### src/rtl/uart_fifo_link_pkg.sv
// Shared types for the UART link: parity mode, FSM states and the parity helper.
package uart_fifo_link_pkg;

  typedef enum logic [1:0] {NONE = 2'd0, EVEN = 2'd1, ODD = 2'd2} parity_t;

  typedef enum logic [2:0] {ST_IDLE, ST_START, ST_DATA, ST_PARITY, ST_STOP} uart_state_t;

  // Even parity is the XOR of the data bits; odd parity is its inverse.
  function automatic logic parity_bit(input logic [7:0] d, input parity_t p);
    return (^d) ^ (p == ODD);
  endfunction

endpackage

### src/rtl/sync_fifo.sv
// Synchronous FIFO, first-word-fall-through head; 1-cycle push-to-visible latency.
// Push is refused when full unless a pop happens in the same cycle.
module sync_fifo #(
  parameter int WIDTH = 8,
  parameter int DEPTH = 16
) (
  input  logic                       clk,
  input  logic                       rst,
  input  logic                       push,
  input  logic [WIDTH-1:0]           push_data,
  input  logic                       pop,
  output logic [WIDTH-1:0]           head,
  output logic [$clog2(DEPTH+1)-1:0] count,
  output logic                       full,
  output logic                       empty
);
  localparam int AW = $clog2(DEPTH);
  localparam int CW = $clog2(DEPTH+1);

  logic [WIDTH-1:0] mem [DEPTH];
  logic [AW-1:0]    wr_ptr;
  logic [AW-1:0]    rd_ptr;
  logic             do_push;
  logic             do_pop;

  assign full    = (count == CW'(DEPTH));
  assign empty   = (count == '0);
  assign do_pop  = pop && !empty;
  assign do_push = push && (!full || do_pop);
  assign head    = mem[rd_ptr];

  always_ff @(posedge clk) begin
    if (do_push) mem[wr_ptr] <= push_data;
  end

  always_ff @(posedge clk) begin
    if (rst) begin
      wr_ptr <= '0;
      rd_ptr <= '0;
      count  <= '0;
    end else begin
      if (do_push) wr_ptr <= wr_ptr + 1'b1;
      if (do_pop)  rd_ptr <= rd_ptr + 1'b1;
      case ({do_push, do_pop})
        2'b10:   count <= count + 1'b1;
        2'b01:   count <= count - 1'b1;
        default: count <= count;
      endcase
    end
  end

endmodule

### src/rtl/uart_fifo_link.sv
// UART with TX/RX FIFOs: start bit leaves 2 cycles after a push; RX byte lands at stop-bit sample.
// tx_ready_out drops when the TX FIFO is full; a full, unpopped RX FIFO drops bytes and flags overflow.
module uart_fifo_link
  import uart_fifo_link_pkg::*;
#(
  parameter int CLK_HZ    = 100000000,
  parameter int BAUD_RATE = 115200,
  parameter int TX_DEPTH  = 16,
  parameter int RX_DEPTH  = 16,
  parameter int PARITY    = 0
) (
  input  logic                          clk_in,
  input  logic                          rst_in,
  input  logic                          rx_wire_in,
  output logic                          tx_wire_out,
  input  logic [7:0]                    tx_data_in,
  input  logic                          tx_valid_in,
  output logic                          tx_ready_out,
  output logic [7:0]                    rx_data_out,
  output logic                          rx_valid_out,
  input  logic                          rx_ready_in,
  output logic [$clog2(TX_DEPTH+1)-1:0] tx_count_out,
  output logic [$clog2(RX_DEPTH+1)-1:0] rx_count_out,
  input  logic                          err_clear_in,
  output logic                          rx_overflow_out,
  output logic                          rx_frame_err_out,
  output logic                          rx_parity_err_out
);
  localparam int BAUD_DIV = CLK_HZ / BAUD_RATE;
  localparam int CW       = $clog2(BAUD_DIV + 1);
  localparam logic [CW-1:0] LAST = CW'(BAUD_DIV - 1);
  localparam logic [CW-1:0] MID  = CW'(BAUD_DIV / 2);
  localparam parity_t PAR = (PARITY == 1) ? EVEN : (PARITY == 2) ? ODD : NONE;

  logic [7:0]  tx_head, tx_byte;
  logic        tx_full, tx_empty, tx_pop, tx_line, tx_bit_end;
  logic [2:0]  tx_bit;
  logic [CW-1:0] tx_cnt;
  uart_state_t tx_state;

  logic        rx_full, rx_empty, rx_s1, rx_s2, rx_prev, rx_par;
  logic        rx_mid, rx_end, rx_push, frame_ev, parity_ev, overflow_ev;
  logic [7:0]  rx_shift;
  logic [2:0]  rx_bit;
  logic [CW-1:0] rx_cnt;
  uart_state_t rx_state;

  assign tx_ready_out = !rst_in && !tx_full;
  assign rx_valid_out = !rx_empty;

  sync_fifo #(.WIDTH(8), .DEPTH(TX_DEPTH)) u_tx_fifo (
    .clk(clk_in), .rst(rst_in), .push(tx_valid_in && tx_ready_out), .push_data(tx_data_in),
    .pop(tx_pop), .head(tx_head), .count(tx_count_out), .full(tx_full), .empty(tx_empty)
  );

  sync_fifo #(.WIDTH(8), .DEPTH(RX_DEPTH)) u_rx_fifo (
    .clk(clk_in), .rst(rst_in), .push(rx_push), .push_data(rx_shift),
    .pop(rx_ready_in), .head(rx_data_out), .count(rx_count_out), .full(rx_full), .empty(rx_empty)
  );

  // The line register lags the state by one cycle, so every bit still lasts BAUD_DIV cycles.
  assign tx_bit_end = (tx_cnt == LAST);
  assign tx_pop     = !tx_empty && ((tx_state == ST_IDLE) || (tx_state == ST_STOP && tx_bit_end));

  always_comb begin
    tx_line = 1'b1;
    case (tx_state)
      ST_START:  tx_line = 1'b0;
      ST_DATA:   tx_line = tx_byte[tx_bit];
      ST_PARITY: tx_line = parity_bit(tx_byte, PAR);
      default:   tx_line = 1'b1;
    endcase
  end

  always_ff @(posedge clk_in) begin
    if (rst_in) begin
      tx_state    <= ST_IDLE;
      tx_cnt      <= '0;
      tx_bit      <= '0;
      tx_byte     <= '0;
      tx_wire_out <= 1'b1;
    end else begin
      tx_wire_out <= tx_line;
      if (tx_state == ST_IDLE) begin
        tx_cnt <= '0;
        if (!tx_empty) begin
          tx_byte  <= tx_head;
          tx_state <= ST_START;
        end
      end else if (!tx_bit_end) begin
        tx_cnt <= tx_cnt + 1'b1;
      end else begin
        tx_cnt <= '0;
        case (tx_state)
          ST_START: begin
            tx_state <= ST_DATA;
            tx_bit   <= '0;
          end
          ST_DATA: begin
            tx_bit <= tx_bit + 1'b1;
            if (tx_bit == 3'd7) tx_state <= (PAR == NONE) ? ST_STOP : ST_PARITY;
          end
          ST_PARITY: tx_state <= ST_STOP;
          ST_STOP: begin
            if (!tx_empty) begin
              tx_byte  <= tx_head;
              tx_state <= ST_START;
            end else begin
              tx_state <= ST_IDLE;
            end
          end
          default: tx_state <= ST_IDLE;
        endcase
      end
    end
  end

  assign rx_mid      = (rx_cnt == MID);
  assign rx_end      = (rx_cnt == LAST);
  assign frame_ev    = (rx_state == ST_STOP) && rx_mid && !rx_s2;
  assign parity_ev   = (rx_state == ST_STOP) && rx_mid && rx_s2 &&
                       (PAR != NONE) && (rx_par != parity_bit(rx_shift, PAR));
  assign rx_push     = (rx_state == ST_STOP) && rx_mid && rx_s2 && !parity_ev;
  assign overflow_ev = rx_push && rx_full && !rx_ready_in;

  // Re-arming needs a high-to-low edge, so after a framing error the line must go high first.
  always_ff @(posedge clk_in) begin
    if (rst_in) begin
      rx_s1    <= 1'b1;
      rx_s2    <= 1'b1;
      rx_prev  <= 1'b1;
      rx_state <= ST_IDLE;
      rx_cnt   <= '0;
      rx_bit   <= '0;
      rx_shift <= '0;
      rx_par   <= 1'b0;
    end else begin
      rx_s1   <= rx_wire_in;
      rx_s2   <= rx_s1;
      rx_prev <= rx_s2;
      if (rx_state == ST_IDLE) begin
        rx_cnt <= '0;
        if (rx_prev && !rx_s2) rx_state <= ST_START;
      end else begin
        rx_cnt <= rx_end ? '0 : rx_cnt + 1'b1;
        if (rx_mid) begin
          case (rx_state)
            ST_START:  if (rx_s2) rx_state <= ST_IDLE;
            ST_DATA:   rx_shift <= {rx_s2, rx_shift[7:1]};
            ST_PARITY: rx_par <= rx_s2;
            ST_STOP:   rx_state <= ST_IDLE;
            default:   rx_state <= ST_IDLE;
          endcase
        end
        if (rx_end) begin
          case (rx_state)
            ST_START: begin
              rx_state <= ST_DATA;
              rx_bit   <= '0;
            end
            ST_DATA: begin
              rx_bit <= rx_bit + 1'b1;
              if (rx_bit == 3'd7) rx_state <= (PAR == NONE) ? ST_STOP : ST_PARITY;
            end
            ST_PARITY: rx_state <= ST_STOP;
            default:   rx_state <= rx_state;
          endcase
        end
      end
    end
  end

  // A same-cycle error event beats the clear.
  always_ff @(posedge clk_in) begin
    if (rst_in) begin
      rx_overflow_out   <= 1'b0;
      rx_frame_err_out  <= 1'b0;
      rx_parity_err_out <= 1'b0;
    end else begin
      rx_overflow_out   <= (rx_overflow_out && !err_clear_in) || overflow_ev;
      rx_frame_err_out  <= (rx_frame_err_out && !err_clear_in) || frame_ev;
      rx_parity_err_out <= (rx_parity_err_out && !err_clear_in) || parity_ev;
    end
  end

endmodule

### config.mk
export PLATFORM = sky130hd
export DESIGN_NAME = uart_fifo_link
export DESIGN_NICKNAME = d
export VERILOG_FILES = /design/src/rtl/uart_fifo_link_pkg.sv /design/src/rtl/sync_fifo.sv /design/src/rtl/uart_fifo_link.sv
export SDC_FILE = /design/constraint.sdc
export NUM_CORES = 1
export LEC_CHECK = 0
export CORE_ASPECT_RATIO = 0.75
export CORE_UTILIZATION = 29
export DETAILED_ROUTE_END_ITERATION = 10
export PLACE_DENSITY = 0.49
export SYNTH_ARGS = -nofsm -noshare
export SYNTH_HDL_FRONTEND = slang
export SYNTH_SLANG_ARGS = --single-unit
### constraint.sdc
create_clock -name clk_in -period 4.03 [get_ports clk_in]
set_input_delay 0.403 -clock clk_in [delete_from_list [all_inputs] [get_ports clk_in]]
set_output_delay 0.403 -clock clk_in [all_outputs]
set_load 0.01 [all_outputs]
==> PnR_summary.wiki, run 1 <==
{| class="wikitable"
! Metric !! Value
|-
| Outcome || completed
|-
| Share of the synthesized area in the top cell type || 0.551
|-
| Worst Skew || 0.0332 ns
|-
| Flip-flop cell with the highest count after synthesis || sky130_fd_sc_hd__edfxtp_1
|-
| Path type of the worst min-delay path || flip-flop to flip-flop
|-
| Area growth from synthesis to final layout || 17.1%
|-
| Classification of the worst setup path || flip-flop to flip-flop
|-
| Destination of the worst register-to-register timing path || u_tx_fifo.count[4]$_SDFFE_PP0P_
|-
| Number of antenna violations at the first check in global routing || 0
|-
| Clock buffer count from CTS || 38
|-
| Yosys top cell by area || sky130_fd_sc_hd__edfxtp_1
|-
| Max stage delay on crit path || 0.49 ns
|-
| Worst slew margin relative to its limit || 0.409
|-
| Clock tree buffer depth || 3
|-
| DRC violation count after routing || 0
|-
| Number of violations reported at the end of detailed-routing iteration 0 || 453
|-
| Layout cell share with drive strength beyond 1 || 0.182
|-
| Global Route Usage Sum || 0.128
|-
| Reg-to-Reg Start || tx_cnt[0]$_SDFF_PP0_
|-
| Final critical path time including I/O delays and setup || 3.59 ns
|-
| Worst-path maximum fanout || 13
|-
| Share of synthesized flip-flops with an asynchronous set or reset || 0
|-
| Kind of capture point of the worst setup path || flip-flop
|-
| Number of core rows || 69
|-
| Worst IR Drop VDD || 314 uV
|-
| Via-to-Cell Ratio || 4.63
|-
| Leakage power of the design || 0.00518 uW
|-
| Share of power burned in the clock network || 0.401
|-
| Setup repair after global routing missed its margin || false
|-
| Register clock-pin slew on the reported worst setup and hold paths || 0.06 ns
|-
| Wire length of the first global-routing pass || 46800 um
|-
| Pint || 6280 uW
|-
| Number of gates on the worst path with buffers counted || 13
|-
| Total Neg Setup Slack || 0 ns
|-
| Total Routed Length || 30700 um
|-
| Fraction of power consumed by combinational cells || 0.117
|-
| Sequential area share after synthesis || 0.679
|-
| Clock latency on the worst-skew pair || 0.54 ns
|-
| Critical path capture point || u_tx_fifo.count[4]$_SDFFE_PP0P_
|-
| Register-to-register setup slack || 0.44 ns
|-
| Initial standard-cell utilization of the core || 0.294
|-
| R2r worst-path depth || 13
|-
| Number of port buffers || 37
|-
| Crit. Startpoint || tx_cnt[0]$_SDFF_PP0_
|-
| Number of nets produced by synthesis || 941
|-
| Cell chosen for the clock root || sky130_fd_sc_hd__clkbuf_16
|-
| Number of routed nets with antenna violations || 0
|-
| Synth top area cells || sky130_fd_sc_hd__edfxtp_1 55%, sky130_fd_sc_hd__dfxtp_1 13%, sky130_fd_sc_hd__mux4_2 11%
|-
| Most used cells in the layout excluding fill and tap cells || 256 x sky130_fd_sc_hd__edfxtp_1, 95 x sky130_fd_sc_hd__nor2_1, 86 x sky130_fd_sc_hd__dfxtp_1
|-
| Count of hold-fix buffers inserted at cts || 0
|-
| Tcrit/Tclk final || 0.890
|-
| Largest net degree at the start of global routing || 67
|-
| Power density relative to cell area || 510 mW/mm^2
|-
| Pre-Repair DR Iteration Count || 4
|-
| Final std cells w/o fill || 1626
|-
| Crit-path cells || ha_1 -> or3b_1 -> or3_1 -> a21o_1 -> inv_1 -> ha_1 -> xor2_1 -> ha_1 -> or4bb_1 -> a21oi_1 -> o21ai_0 -> xor2_1 -> nor2_1
|-
| Buffering stage count on the worst path with inverters included || 1
|-
| Endpoints failing hold || 0
|-
| Setup violators final || 0
|-
| Register bit count reported by yosys || 345
|-
| Ports placed on the boundary || 38
|-
| Worst Tran Pin Value || 0.885 ns
|-
| Post-CTS setup repair buffer count || 0
|-
| Cell occurring most often along the worst timing path || sky130_fd_sc_hd__ha_1
|-
| Number of placed instances, taps included || 1556
|-
| Average instance area after synthesis || 15.5 um^2
|-
| Die height || 192 um
|-
| Total die area || 0.0490 mm^2
|-
| Total global routing overflow || 0
|-
| Drt wl/cell || 18.9 um
|-
| Max-capacitance violation count || 0
|-
| Dpl hpwl || 19900 um
|-
| Number of gates resized after cts || 0
|-
| Top delay family on crit path || simple AND/OR/NAND/NOR gates
|-
| Proportion of power drawn by flip-flops and latches || 0.482
|-
| Core ar. || 0.0474 mm^2
|-
| Number of levels in the clock H-tree || 2
|-
| Fraction of power spent switching nets || 0.246
|-
| Net total in the final layout || 996
|-
| Psw || 2050 uW
|-
| Synth Instances || 902
|-
| TritonCTS Sinks || 345
|-
| Post-synth EDFFs || 256
|-
| Number of global-route vias before repair || 7378
|-
| Startpoint types || flip-flop
|-
| Highest clock rate || 0.279 GHz
|-
| Cell type of the slowest stage on the worst timing path || sky130_fd_sc_hd__or4bb_1
|-
| Commonest non-fill, non-tap cell in the layout || sky130_fd_sc_hd__edfxtp_1
|-
| Post-Synthesis Cell Area || 0.0140 mm^2
|-
| Max-slew violation total from the final report || 0
|-
| DIE WIDTH || 255 um
|-
| Worst path required time || 4.41 ns
|-
| Synth Warn # || 0
|-
| TritonCTS clock tree || done
|-
| Sum of internal, switching and leakage power || 8340 uW
|-
| Count of cell types in the netlist || 50
|-
| Data arrival, critical path || 3.97 ns
|-
| Vias post-DR || 7527
|-
| Diodes inserted || 0
|-
| Weighted congestion reported at the end of routability-driven placement || 0.746
|}
-- layer usage --
metal	vias to the layer above	track usage	wire length, um
met4	0	0.0288	382
met1	3837	0.208	16500
met3	29	0.0248	1290
met2	113	0.171	12400
met5	-	0	0
li1	3548	-	-
-- area by class of cell --
cell class / instances / area [um^2]
Fill cell: 4530 / 31100
Clock buffer: 51 / 1070
Sequential cell: 345 / 9470
Timing Repair Buffer: 63 / 573
Clock inverter: 19 / 143
Inverter: 23 / 86.3
Tap cell: 639 / 800
Multi-Input combinational cell: 486 / 4200
-- sequential cells by signal (all words and copies together), names as in the netlist, 3 cells and up, named ones only --
| name | count |
|---|---|
| u_rx_fifo.mem | 128 |
| tx_byte | 8 |
| u_rx_fifo.rd_ptr | 4 |
| tx_bit | 3 |
| rx_state | 3 |
| tx_state | 3 |
| u_tx_fifo.rd_ptr | 4 |
| rx_shift | 8 |
| tx_cnt | 10 |
| u_tx_fifo.count | 5 |
| rx_bit | 3 |
| rx_cnt | 10 |
| u_rx_fifo.count | 5 |
| u_tx_fifo.mem | 128 |
| u_tx_fifo.wr_ptr | 4 |
| u_rx_fifo.wr_ptr | 4 |
-- cells in the mapped netlist (3+ instances only) --
master,n
sky130_fd_sc_hd__nor3_1,27
sky130_fd_sc_hd__o22ai_1,14
sky130_fd_sc_hd__a211oi_1,7
sky130_fd_sc_hd__dfxtp_1,89
sky130_fd_sc_hd__nand4_1,6
sky130_fd_sc_hd__o31ai_1,3
sky130_fd_sc_hd__nand2b_1,8
sky130_fd_sc_hd__a21o_1,6
sky130_fd_sc_hd__mux4_2,66
sky130_fd_sc_hd__and3_1,10
sky130_fd_sc_hd__xor2_1,16
sky130_fd_sc_hd__inv_1,23
sky130_fd_sc_hd__clkbuf_1,32
sky130_fd_sc_hd__mux2i_1,20
sky130_fd_sc_hd__nor4_1,7
sky130_fd_sc_hd__edfxtp_1,256
sky130_fd_sc_hd__buf_2,12
sky130_fd_sc_hd__xnor2_1,23
sky130_fd_sc_hd__or4_1,4
sky130_fd_sc_hd__mux2_2,17
sky130_fd_sc_hd__nand2_1,32
sky130_fd_sc_hd__ha_1,24
sky130_fd_sc_hd__nor2b_1,9
sky130_fd_sc_hd__nand3_1,15
sky130_fd_sc_hd__buf_1,3
sky130_fd_sc_hd__o21ai_0,14
sky130_fd_sc_hd__or2_2,5
sky130_fd_sc_hd__a21oi_1,23
sky130_fd_sc_hd__a31oi_1,3
sky130_fd_sc_hd__or3_1,6
sky130_fd_sc_hd__nand3b_1,4
sky130_fd_sc_hd__nor2_1,95
-- power groups by stage --
stage / combinational (uW) / sequential (uW) / clock [uW]
detailed placement: 982 / 4100 / 0
global route: 1060 / 4040 / 3590
global placement: 975 / 4100 / 0
floorplan: 726 / 4010 / 0
CTS: 987 / 4020 / 3430
finish: 974 / 4020 / 3340
-- worst min path at each step --
stage                             to  slack, ns  cells after the start        startpoint
floorplan           rx_s2$_SDFF_PP1_       0.39                      1  rx_s1$_SDFF_PP1_
global route        rx_s2$_SDFF_PP1_       0.44                      1  rx_s1$_SDFF_PP1_
global placement    rx_s2$_SDFF_PP1_       0.40                      1  rx_s1$_SDFF_PP1_
finish              rx_s2$_SDFF_PP1_       0.43                      1  rx_s1$_SDFF_PP1_
CTS                 rx_s2$_SDFF_PP1_       0.43                      1  rx_s1$_SDFF_PP1_
detailed placement  rx_s2$_SDFF_PP1_       0.41                      1  rx_s1$_SDFF_PP1_
-- cells by family (layout without fill, tap and decap cells) --
group | count (synthesis) | in the layout | share of synthesized area
flip-flops | 345 | 345 | 0.679
AND/OR/NAND/NOR | 239 | 239 | 0.0832
multiplexers | 103 | 103 | 0.135
AO/OA/AOI/OAI | 80 | 80 | 0.0357
buffers and inverters | 71 | 156 | 0.0204
XOR/XNOR | 39 | 39 | 0.0245
adder cells (fa/ha/maj) | 25 | 25 | 0.0230
-- metrics by stage --
stage	util	hold WS, ns	instance area, um^2	setup slack (ns)
after floorplan	-	0.389	14000	0.438
after global placement	0.319	0.397	15100	0.499
after detailed placement	0.319	0.412	15100	0.453
after CTS	0.345	0.426	16300	0.436
after global routing	0.345	0.442	16300	0.154
final	0.345	0.426	16300	0.443
Power figures use the tool's default switching activity.
==> inputs of run 2 (changes only) <==
--- a/config.mk
+++ b/config.mk
@@ -8,7 +8,9 @@
 export CORE_ASPECT_RATIO = 0.75
 export CORE_UTILIZATION = 29
 export DETAILED_ROUTE_END_ITERATION = 10
-export PLACE_DENSITY = 0.49
+export PLACE_DENSITY = 0.5
+export SLEW_MARGIN = 0
 export SYNTH_ARGS = -nofsm -noshare
 export SYNTH_HDL_FRONTEND = slang
+export SYNTH_HIERARCHICAL = 1
 export SYNTH_SLANG_ARGS = --single-unit
==> run 2 against run 1 <==
- via count rose by 6.4%
- routed wire length up 1.6%
- sequential share of layout area shrank 1.2 points
- area after synthesis grew 2.8%
- register-to-register slack is essentially flat
- utilization shrank 0.30 points
- die area grew 2.8%
- largest cell class unchanged
==> PnR_summary.wiki, run 2 <==
{| class="wikitable"
! Metric !! Value
|-
| Cell chosen for the clock root || sky130_fd_sc_hd__clkbuf_16
|-
| DIE WIDTH || 259 um
|-
| Initial standard-cell utilization of the core || 0.294
|-
| Worst path required time || 4.42 ns
|-
| Total Routed Length || 31200 um
|-
| Worst IR Drop VDD || 377 uV
|-
| Sequential area share after synthesis || 0.660
|-
| End-of-flow core utilization || 0.342
|-
| Drt wl/cell || 18.7 um
|-
| Count of hold-fix buffers inserted at cts || 0
|-
| Yosys top cell by area || sky130_fd_sc_hd__edfxtp_1
|-
| Net total in the final layout || 1033
|-
| Register bit count reported by yosys || 345
|-
| Synth Warn # || 6
|-
| Clock latency on the worst-skew pair || 0.53 ns
|-
| Number of antenna violations at the first check in global routing || 0
|-
| Worst Skew || 0.0280 ns
|-
| Largest net degree at the start of global routing || 61
|-
| Tcrit/Tclk final || 0.891
|-
| Setup repair after global routing missed its margin || false
|-
| Vias post-DR || 8010
|-
| Dpl hpwl || 20400 um
|-
| Number of nets produced by synthesis || 981
|-
| Flip-flop cell with the highest count after synthesis || sky130_fd_sc_hd__edfxtp_1
|-
| Worst-path maximum fanout || 11
|-
| Weighted congestion reported at the end of routability-driven placement || 0.755
|-
| Commonest non-fill, non-tap cell in the layout || sky130_fd_sc_hd__edfxtp_1
|-
| Data arrival, critical path || 3.98 ns
|-
| Total die area || 0.0504 mm^2
|-
| Clock tree buffer depth || 3
|-
| Setup violators final || 0
|-
| Number of routed nets with antenna violations || 0
|-
| Core ar. || 0.0488 mm^2
|-
| Number of gates resized after cts || 0
|-
| Register clock-pin slew on the reported worst setup and hold paths || 0.06 ns
|-
| Max-capacitance violation count || 0
|-
| Post-synth EDFFs || 256
|-
| Synth top area cells || sky130_fd_sc_hd__edfxtp_1 54%, sky130_fd_sc_hd__dfxtp_1 12%, sky130_fd_sc_hd__mux4_2 10%
|-
| Outcome || completed
|-
| Share of the synthesized area in the top cell type || 0.536
|-
| Cell type of the slowest stage on the worst timing path || sky130_fd_sc_hd__or4_1
|-
| Power density relative to cell area || 555 mW/mm^2
|-
| Via-to-Cell Ratio || 4.80
|-
| Leading registers by flop count || u_rx_fifo/mem: 128 flops, u_tx_fifo/mem: 128 flops
|-
| Pre-Repair DR Iteration Count || 4
|-
| Number of core rows || 70
|-
| DRC violation count after routing || 0
|-
| Endpoints failing hold || 0
|-
| Startpoint types || flip-flop
|-
| Number of global-route vias before repair || 7971
|-
| Post-CTS setup repair buffer count || 0
|-
| Classification of the worst setup path || flip-flop to flip-flop
|-
| Final Hold Slack || 0.410 ns
|-
| Area growth from synthesis to final layout || 16.2%
|-
| TritonCTS Sinks || 345
|-
| Max-slew violation total from the final report || 0
|-
| Number of levels in the clock H-tree || 2
|-
| Ports placed on the boundary || 38
|-
| TritonCTS clock tree || done
|-
| Share of synthesized flip-flops with an asynchronous set or reset || 0
|-
| Post-Synthesis Cell Area || 0.0144 mm^2
|-
| Kind of capture point of the worst setup path || flip-flop
|-
| Total global routing overflow || 0
|-
| Layout cell share with drive strength beyond 1 || 0.165
|-
| Path type of the worst min-delay path || input pin to flip-flop
|-
| Global Route Usage Sum || 0.125
|-
| Most used cells in the layout excluding fill and tap cells || 256 x sky130_fd_sc_hd__edfxtp_1, 87 x sky130_fd_sc_hd__dfxtp_1, 76 x sky130_fd_sc_hd__nor2_1
|-
| Worst slew margin relative to its limit || 0.257
|-
| R2r worst-path depth || 13
|-
| Wire length of the first global-routing pass || 48400 um
|-
| Cell occurring most often along the worst timing path || sky130_fd_sc_hd__ha_1
|-
| Average instance area after synthesis || 15.2 um^2
|-
| Worst Tran Pin Value || 1.10 ns
|-
| Hold Path Stages || 3
|-
| Total Neg Setup Slack || 0 ns
|-
| Final critical path time including I/O delays and setup || 3.59 ns
|-
| Max stage delay on crit path || 0.53 ns
|-
| Number of port buffers || 37
|-
| Crit-path cells || ha_1 -> or3b_1 -> or3_1 -> a211o_1 -> clkinv_2 -> nor2b_1 -> o21ai_2 -> inv_2 -> ha_1 -> nand2b_1 -> o2bb2ai_1 -> a2111oi_0 -> or4_1
|-
| Highest clock rate || 0.278 GHz
|-
| Count of filler cells inserted in the layout || 4688
|-
| Die height || 195 um
|-
| Leading cell type by number of instances after synthesis || sky130_fd_sc_hd__edfxtp_1
|-
| Diodes inserted || 0
|-
| Number of violations reported at the end of detailed-routing iteration 0 || 522
|-
| Cell types with the highest counts after synthesis || 256 x sky130_fd_sc_hd__edfxtp_1, 89 x sky130_fd_sc_hd__dfxtp_1, 76 x sky130_fd_sc_hd__nor2_1, 66 x sky130_fd_sc_hd__mux4_2, 38 x sky130_fd_sc_hd__inv_1
|-
| Leakage power of the design || 0.00549 uW
|-
| Synth Instances || 942
|-
| Clock buffer count from CTS || 37
|-
| Count of cell types in the netlist || 64
|}
run 2: cell count changes in the layout (fill, tap and decap cells not counted), sizes merged, moves of 9 or more:
cell,previous run,this run
nand2b,8,28
a22oi,2,33
mux2,17,0
nor3,27,16
a21oi,24,5
o22ai,14,0
nor3b,1,10
and2,2,12
nor2,95,76
inv,25,44
clkinv,16,6
o21a,0,9
run 2: cell families (layout without fill, tap and decap cells):
family          after synthesis  in the layout  share of synthesized area
compound gates              106            106                     0.0577
xor+xnor                     31             31                     0.0189
fa+ha+maj                    25             25                     0.0228
buf+inv                      86            165                     0.0242
flops                       345            345                      0.660
mux                          90             90                      0.120
simple gates                259            259                     0.0961
run 2: worst paths after layout:
| kind | from | to | slack (ns) |
|---|---|---|---|
| min reg2reg | rx_parity_err_out$_SDFF_PP0_ | rx_parity_err_out$_SDFF_PP0_ | 0.46 |
| max reg2reg | tx_cnt[0]$_SDFF_PP0_ | u_tx_fifo/count[4]$_SDFFE_PP0P_ | 0.44 |
| max | tx_cnt[0]$_SDFF_PP0_ | u_tx_fifo/count[4]$_SDFFE_PP0P_ | 0.44 |
| min | rst_in | u_tx_fifo/wr_ptr[2]$_SDFFE_PP0P_ | 0.41 |
run 2: layout make-up:
type / instances / area [um^2] / area share
Sequential cell: 345 / 9470 / 0.568
Multi-Input combinational cell: 511 / 4540 / 0.272
Clock buffer: 56 / 1080 / 0.0646
Tap cell: 648 / 811 / 0.0486
Timing Repair Buffer: 58 / 536 / 0.0321
Inverter: 41 / 155 / 0.00930
Clock inverter: 10 / 90.1 / 0.00540
run 2: worst max-delay path, delay by kind of cell (launching register included):
kind                       cells  cell delay [ns]
AOI/OAI and AO/OA              4             0.76
adders and majority gates      2             0.52
DFF                            1             0.37
and+or+nand+nor                5             1.59
buffers and inverters          2             0.23
run 2: per-layer routing:
layer	vias up	track usage	share of wire
met5	-	0	0
met4	0	0.0311	0.017
met1	4053	0.198	0.52
li1	3743	-	-
met3	42	0.0227	0.048
met2	172	0.171	0.41
run 2: through the flow:
| step | total power [uW] | setup slack, ns | instance area (um^2) | std cells |
|---|---|---|---|---|
| 2_1_floorplan | 5510 | 0.495 | 14400 | 942 |
| 3_3_place_gp | 6050 | 0.517 | 15500 | 1603 |
| 3_5_place_dp | 6060 | 0.475 | 15500 | 1603 |
| 4_1_cts | 9390 | 0.449 | 16700 | 1669 |
| 5_1_grt | 9700 | 0.185 | 16700 | 1669 |
| 6_report | 9260 | 0.438 | 16700 | 1669 |
run 2: report_power, final:
group          switching [uW]  leakage (uW)  internal [uW]
Clock                    1370      0.000571           1920
Combinational             921       0.00186            937
Sequential                199       0.00306           3910
Total                    2490       0.00549           6770
